$ cat src/rtl/memory_stage.sv
// Memory pipeline stage: M register, data-bus access FSM, store lane steering and load alignment/extension.
// Latency: one registered stage; a memory access stalls at least one cycle (ack in the first request cycle).
// Backpressure: stall_M holds upstream stages and the M register until the bus access has completed.
module memory_stage (
    input  logic        clk,
    input  logic        rst_n,
    input  logic [31:0] ALU_result_E,
    input  logic [31:0] write_data_E,
    input  logic [2:0]  funct3_E,
    input  logic [1:0]  wb_ctrl_E,
    input  logic        mem_write_E,
    input  logic        reg_write_E,
    input  logic [4:0]  rd_E,
    input  logic        flush_M,
    output logic [31:0] ALU_result_M,
    output logic [1:0]  wb_ctrl_M,
    output logic [4:0]  rd_M,
    output logic        reg_write_M,
    output logic [31:0] Rdata_ext_M,
    output logic        stall_M,
    output logic        misalign_M,
    output logic        dbus_req,
    output logic        dbus_we,
    output logic [31:0] dbus_addr,
    output logic [3:0]  dbus_be,
    output logic [31:0] dbus_wdata,
    input  logic        dbus_ack,
    input  logic [31:0] dbus_rdata
);

    typedef enum logic [1:0] {
        IDLE = 2'd0,
        BUSY = 2'd1,
        DONE = 2'd2
    } state_t;

    state_t      state_q, state_nxt;
    logic [31:0] write_data_q;
    logic [2:0]  funct3_q;
    logic        mem_write_q;
    logic        reg_write_q;
    logic [31:0] load_buf_q;
    logic        mem_op;
    logic        bad_access;
    logic        aligned_op;
    logic [31:0] rdata_shift;
    logic [31:0] rdata_ext;

    // M register: hold while stalled, bubble on flush, otherwise take the execute-stage values.
    always_ff @(posedge clk or negedge rst_n) begin
        if (!rst_n) begin
            ALU_result_M <= '0;
            write_data_q <= '0;
            funct3_q     <= '0;
            wb_ctrl_M    <= '0;
            mem_write_q  <= 1'b0;
            reg_write_q  <= 1'b0;
            rd_M         <= '0;
        end else if (!stall_M) begin
            if (flush_M) begin
                ALU_result_M <= '0;
                write_data_q <= '0;
                funct3_q     <= '0;
                wb_ctrl_M    <= '0;
                mem_write_q  <= 1'b0;
                reg_write_q  <= 1'b0;
                rd_M         <= '0;
            end else begin
                ALU_result_M <= ALU_result_E;
                write_data_q <= write_data_E;
                funct3_q     <= funct3_E;
                wb_ctrl_M    <= wb_ctrl_E;
                mem_write_q  <= mem_write_E;
                reg_write_q  <= reg_write_E;
                rd_M         <= rd_E;
            end
        end
    end

    // Classify the M instruction: is it a memory op, and is its width/alignment legal.
    always_comb begin
        mem_op = (wb_ctrl_M == 2'b01) || mem_write_q;
        unique case (funct3_q)
            3'b000, 3'b100: bad_access = 1'b0;
            3'b001, 3'b101: bad_access = ALU_result_M[0];
            3'b010:         bad_access = (ALU_result_M[1:0] != 2'b00);
            default:        bad_access = 1'b1;
        endcase
        misalign_M  = mem_op && bad_access;
        aligned_op  = mem_op && !bad_access;
        stall_M     = aligned_op && (state_q != DONE);
        reg_write_M = reg_write_q && !misalign_M;
    end

    // Access FSM state register.
    always_ff @(posedge clk or negedge rst_n) begin
        if (!rst_n) state_q <= IDLE;
        else        state_q <= state_nxt;
    end

    // Access FSM next state and bus request; ack is only honoured while a request is out.
    always_comb begin
        state_nxt = state_q;
        dbus_req  = 1'b0;
        unique case (state_q)
            IDLE: begin
                if (aligned_op) begin
                    dbus_req  = 1'b1;
                    state_nxt = dbus_ack ? DONE : BUSY;
                end
            end
            BUSY: begin
                dbus_req = 1'b1;
                if (dbus_ack) state_nxt = DONE;
            end
            DONE:    state_nxt = IDLE;
            default: state_nxt = IDLE;
        endcase
    end

    // Bus address, lane enables and lane-replicated store data, all derived from the held M register.
    always_comb begin
        dbus_we   = mem_write_q;
        dbus_addr = {ALU_result_M[31:2], 2'b00};
        unique case (funct3_q[1:0])
            2'b00: begin
                dbus_be    = 4'b0001 << ALU_result_M[1:0];
                dbus_wdata = {4{write_data_q[7:0]}};
            end
            2'b01: begin
                dbus_be    = 4'b0011 << ALU_result_M[1:0];
                dbus_wdata = {2{write_data_q[15:0]}};
            end
            default: begin
                dbus_be    = 4'b1111;
                dbus_wdata = write_data_q;
            end
        endcase
    end

    // Align the returned word to the addressed byte and sign/zero-extend to 32 bits.
    always_comb begin
        rdata_shift = dbus_rdata >> {ALU_result_M[1:0], 3'b000};
        unique case (funct3_q)
            3'b000:  rdata_ext = {{24{rdata_shift[7]}}, rdata_shift[7:0]};
            3'b001:  rdata_ext = {{16{rdata_shift[15]}}, rdata_shift[15:0]};
            3'b100:  rdata_ext = {24'd0, rdata_shift[7:0]};
            3'b101:  rdata_ext = {16'd0, rdata_shift[15:0]};
            default: rdata_ext = rdata_shift;
        endcase
    end

    // Load buffer: captured on the ack cycle of an outstanding load request only.
    always_ff @(posedge clk or negedge rst_n) begin
        if (!rst_n)                                load_buf_q <= '0;
        else if (dbus_req && dbus_ack && !mem_write_q) load_buf_q <= rdata_ext;
    end

    assign Rdata_ext_M = load_buf_q;

endmodule
$ cat config.mk
export PLATFORM = sky130hd
export DESIGN_NAME = memory_stage
export DESIGN_NICKNAME = d
export VERILOG_FILES = /design/src/rtl/memory_stage.sv
export SDC_FILE = /design/constraint.sdc
export NUM_CORES = 1
export LEC_CHECK = 0
export ABC_AREA = 1
export CAP_MARGIN = 15
export CORE_ASPECT_RATIO = 0.7
export CORE_UTILIZATION = 35
export DETAILED_ROUTE_END_ITERATION = 10
export MAX_ROUTING_LAYER = met4
export PLACE_DENSITY = 0.69
export SLEW_MARGIN = 20
export SYNTH_ARGS = -nofsm -noshare
export SYNTH_HDL_FRONTEND = slang
export SYNTH_SLANG_ARGS = --single-unit
$ cat constraint.sdc
create_clock -name clk -period 3.2 [get_ports clk]
set_clock_uncertainty 0.05 [all_clocks]
set_input_delay 0.64 -clock clk [delete_from_list [all_inputs] [get_ports clk]]
set_output_delay 0.64 -clock clk [all_outputs]
set_load 0.02 [all_outputs]
# --- Yosys cells after proc, flatten, opt, wreduce, memory -nomap -nowiden ---
# Index checks and enable logic that the tools add are counted.
word_totals:
  inputBits: 112
  output_inout_bits: 144
  latch_bits: 0
  romBits: 0
  wordCells: 56
  mem_bits_rw: 0
  reg_bits: 110
  memories: 0
op_classes:
  n_reduce_logical: 17
  shift: 3
  addsub: 0
  n_bitwise: 0
  n_lt_le_gt_ge: 0
  multipliers: 0
  div_mod_pow: 0
  n_mux: 17
  n_eq_ne: 10
ops:
  columns: ["op", "n"]
  rows:
  - ["case mux 32 bit (4 select lines)", 1]
  - ["2-to-1 mux 32 bit", 2]
  - ["case mux 32 bit (2 select lines)", 1]
  - ["right shift 32 x 5 -> 32 bit", 1]
  - ["2-to-1 mux 2 bit", 4]
  - ["case mux 4 bit (2 select lines)", 1]
  - ["equality test 2 x 1 -> 1 bit (second input constant)", 3]
  - ["equality test 3 bit (second input constant)", 2]
  - ["logical AND 1 bit", 6]
  - ["!= test 2 bit (second input constant)", 3]
  - ["2-to-1 mux 5 bit", 1]
  - ["logical NOT 2 bit", 2]
  - ["case mux 2 bit (2 select lines)", 1]
  - ["OR reduction 2 bit", 2]
  - ["left shift 1 x 2 -> 4 bit (first input constant)", 1]
  - ["left shift 2 x 2 -> 4 bit (first input constant)", 1]
  - ["equality test 3 x 1 -> 1 bit (second input constant)", 1]
  - ["equality test 3 x 2 -> 1 bit (second input constant)", 1]
  - ["logical NOT 1 bit", 3]
  - ["logical NOT 3 bit", 1]
  - ["2-to-1 mux 1 bit", 3]
  - ["2-to-1 mux 3 bit", 1]
  - ["case mux 1 bit (3 select lines)", 1]
  - ["case mux 1 bit (2 select lines)", 1]
  - ["other kinds (3)", 3]

# --- Longest topological paths before layout ---
depth:
  ltp_word: 9
  ltp_mapped: 10

# --- Worst setup path before layout ---
# No wires, ideal clock.
synth_timing:
  kind: "register -> output"
  from: "register funct3_q[1]"
  to: "output dbus_wdata[10]"
  path_stages_with_launch: 7
  t_required_ns: 2.510
  arrival_time_ns: 1.555
  slack_ns: 0.955
  path_cell_list: "dfrtp_1 -> buf_2 -> inv_2 -> nand2_1 -> inv_1 -> clkbuf_1 -> o21ai_0"
synth_via:
  elab_chain_len: 2
synth_rtl:
  columns: ["element", "line_no", "source"]
  rows:
  - ["start: declaration", "39", "logic [2:0] funct3_q;"]
  - ["start signal: assignment", "71", "funct3_q <= funct3_E;"]
  - ["equality test 2 x 1 -> 1 bit or logical NOT 2 bit (tied branches)", "125", "unique case (funct3_q[1:0])"]
  - ["case mux 32 bit (2 select lines) (*)", "125", null]
  - ["end: declaration", "26", "output logic [31:0] dbus_wdata,"]
# Every way passes the cells marked *; elsewhere a longest branch is shown, timed or not.

# --- Final worst setup path ---
layout_timing:
  from: "register funct3_q[1]"
  to: "output dbus_wdata[15]"
# The elaborated chain is that of the path after synthesis.

==> flow_metrics.env <==
export IMPL_status="complete, no violations"
export IMPL_routabilityCongestion=0.927
export IMPL_maxCapViolCount=0
export IMPL_finalCriticalPeriod_ns=3.04
export IMPL_area_growth_syn_to_layout_pct=46.1
export IMPL_postLayoutCellArea_mm2=0.00849
export IMPL_cts_buffer_depth=2
export IMPL_slowest_delay_ns=0.63
export IMPL_worst_pin_slew_ns=0.836
export IMPL_cts_root_buf="clkbuf_16"
export IMPL_whs_ns=0.281
export IMPL_worstPathArrival_ns=2.35
export IMPL_synthMuxAreaShare=0
export IMPL_netlist_instances=755
export IMPL_drtIter0Drc=425
export IMPL_synthAdderAreaFrac=0
export IMPL_end_kind="primary output"
export IMPL_required_ns=2.51
export IMPL_pwr_share_seq=0.271
export IMPL_antenna_found_initial=0
export IMPL_power_internal_mw=4.54
export IMPL_dpl_hpwl_um=13300
export IMPL_clk_latency_ns=0.34
export IMPL_cts_max_level=3
export IMPL_cts_tree="done"
export IMPL_reg2reg_depth=7
export IMPL_stdcell_count=1169
export IMPL_yosysSeqAreaShare=0.474
export IMPL_switchingPower_mw=3.89
export IMPL_combPwrFrac=0.596
export IMPL_synth_top_family_by_area="simple AND/OR/NAND/NOR gates"
export IMPL_synth_cell_types=26
export IMPL_rsz0062_at_grt="false"
export IMPL_wire_per_inst_um=15.9
export IMPL_syn_mean_instance_area_um2=7.69
export IMPL_hold_path_class="in2async"
export IMPL_dieArea_mm2=0.0171
export IMPL_drive_above_1_share=0.0506
export IMPL_placedCellCount=1151
export IMPL_drt_vias_per_instance=4.83
export IMPL_wirelength_um=18500
export IMPL_r2r_slack_ns=0.59
export IMPL_clock_sinks=110
export IMPL_io_buffers=253
export IMPL_power_switching_share=0.461
export IMPL_n_antenna_cell=0
export IMPL_overflow=0
export IMPL_p_per_area_mw_per_mm2=994
export IMPL_numCtsBuffers=9
export IMPL_grt_max_degree=56
export IMPL_initial_core_util=0.367
export IMPL_drc=0
export IMPL_ys_ff_latch=110
export IMPL_clkTransAtPathRegs_ns=0.07
export IMPL_r2r_end="Rdata_ext_M[16]"
export IMPL_setup_viol=0
export IMPL_die_w_um=156
export IMPL_path_class="reg2out"
export IMPL_core_mm2=0.0158
export IMPL_detailedRoute_firstPassIterationCount=4
export IMPL_power_share_clock=0.132
export IMPL_slew_headroom=0.441
export IMPL_cts_hold_buf=0
export IMPL_setup_tns_ns=0
export IMPL_nNetsFinal=1056
export IMPL_rr_startpoint="wb_ctrl_M[1]"
export IMPL_crit_fanout=14
export IMPL_yosys_area_share_simple=0.314
export IMPL_cpMaxStageDelayCell="clkdlybuf4s50_1"
export IMPL_vias=5646
export IMPL_slew_violations=0
export IMPL_fillers=1538
export IMPL_die_y_um=110
export IMPL_num_io_pins=256
export IMPL_grt_usage=0.227
export IMPL_ir_drop_uv=694
export IMPL_final_hold_viol_count=0
export IMPL_leakage_nw=3.94
export IMPL_synth_xor_area_share=0
export IMPL_rows=38
export IMPL_timing_final_crit_share=0.949
export IMPL_start_kind="register"
export IMPL_ant_nets=0
export IMPL_crit_path_cell_trace="inv_2, nand2_2, clkinvlp_4, buf_4, nand2_1, o21ai_0, clkdlybuf4s50_1"
export IMPL_fmax_mhz=329
export IMPL_synth_compound_area_share=0.0780
export IMPL_grt_pass1_wl_um=29300
export IMPL_grt_pass1_vias=5329
export IMPL_synth_warnings=0
export IMPL_syn_cell_area_mm2=0.00581
export IMPL_dpl_cell_area_mm2=0.00817
==> area by class of cell <==
type | count | area [um2] | share of cell area
repair buffers | 270 | 2670 | 0.315
well taps | 220 | 275 | 0.0324
multi-input cells | 499 | 2290 | 0.269
clock buffers | 11 | 253 | 0.0298
inverters | 54 | 208 | 0.0245
clock inverters | 5 | 41.3 | 0.00487
flip-flops and latches | 110 | 2750 | 0.324
==> Yosys cell counts <==
| cell | number | area share |
|---|---|---|
| and2_4 | 1 | 0.0015 |
| nor2_4 | 1 | 0.0019 |
| buf_6 | 4 | 0.0078 |
| inv_1 | 50 | 0.032 |
| buf_4 | 46 | 0.059 |
| nor2_1 | 11 | 0.0071 |
| nand3_1 | 102 | 0.088 |
| inv_2 | 3 | 0.0019 |
| clkinv_2 | 1 | 0.00086 |
| a21oi_1 | 2 | 0.0017 |
| nand3_4 | 1 | 0.0030 |
| nand4_1 | 40 | 0.043 |
| o21ai_0 | 58 | 0.050 |
| o21ai_1 | 15 | 0.013 |
| dfrtp_1 | 110 | 0.47 |
| a21boi_0 | 1 | 0.0013 |
| conb_1 | 1 | 0.00065 |
| or2_2 | 1 | 0.0011 |
| o221ai_1 | 8 | 0.012 |
| buf_1 | 6 | 0.0039 |
| buf_2 | 16 | 0.014 |
| nand3_2 | 2 | 0.0034 |
| nand2_1 | 252 | 0.16 |
| nand2_2 | 1 | 0.0011 |
| clkbuf_1 | 21 | 0.014 |
| and2_1 | 1 | 0.0011 |
==> flip-flops by register name (all words and copies together), names as in the netlist <==
name          count
reg_write_q       1
rd_M              5
state_q           2
wb_ctrl_M         2
Rdata_ext_M      32
ALU_result_M     32
write_data_q     32
funct3_q          3
dbus_we           1
==> power groups by stage <==
stage,clock [mW],combinational [mW],sequential (mW)
floorplan,0,2.73,2.66
global route,1.20,5.45,2.36
global placement,0,4.98,2.30
detailed placement,0,5.01,2.30
CTS,1.15,5.05,2.30
finish,1.11,5.03,2.29
==> placed cells by master (no fill, tap or decap), types with 2 or more instances in the layout <==
cell,instances
clkbuf_16,9
nand2_1,251
nor2_1,11
dfrtp_1,110
o21ai_1,15
a21oi_1,2
nand3_1,102
o221ai_1,8
nand4_1,40
nand2_2,2
clkbuf_8,2
o21ai_0,58
clkdlybuf4s50_1,252
inv_2,4
clkinv_2,2
clkinvlp_4,2
buf_4,17
inv_1,48
nand3_2,2
conb_1,2
==> routing by layer <==
| layer | share of wire | global-route usage |
|---|---|---|
| met2 | 0.44 | 0.335 |
| met1 | 0.49 | 0.323 |
| met5 | 0 | - |
| met3 | 0.069 | 0.0449 |
| met4 | 0.0088 | 0.0420 |
==> critical path: cells and delay by family, from the launching register on <==
kind	cells	cell delay, ns
buffers and inverters	4	1.17
and+or+nand+nor	2	0.31
AOI/OAI and AO/OA	1	0.09
DFF	1	0.42
==> how the worst max path moves through the flow <==
| stage | startpoint | end | slack [ns] |
|---|---|---|---|
| floorplan | funct3_q[1] | dbus_wdata[10] | 0.95 |
| global placement | funct3_q[1] | dbus_wdata[8] | 0.30 |
| detailed placement | funct3_q[1] | dbus_wdata[15] | 0.18 |
| CTS | funct3_q[1] | dbus_wdata[15] | 0.02 |
| global route | funct3_q[1] | dbus_wdata[13] | 0.007 |
| finish | funct3_q[1] | dbus_wdata[15] | 0.16 |
==> per-stage QoR <==
stage / setup WS, ns / utilization / power [mW]
3_3_place_gp: 0.302 / 0.516 / 7.28
6_report: 0.163 / 0.536 / 8.43
3_5_place_dp: 0.181 / 0.516 / 7.32
5_1_grt: 0.00706 / 0.536 / 9.01
4_1_cts: 0.0249 / 0.536 / 8.50
2_1_floorplan: 0.955 / - / 5.40
==> logic make-up after synthesis <==
group | Yosys count
DFF | 110
buffers and inverters | 147
AOI/OAI and AO/OA | 84
and+or+nand+nor | 413
other | 1
==> what timing repair did <==
item,4_1_cts,5_1_grt
setup endpoints to repair,16,16
buffers inserted,2,0
gates resized for setup,1,1
No activity file was read; power rests on OpenSTA's default activity.
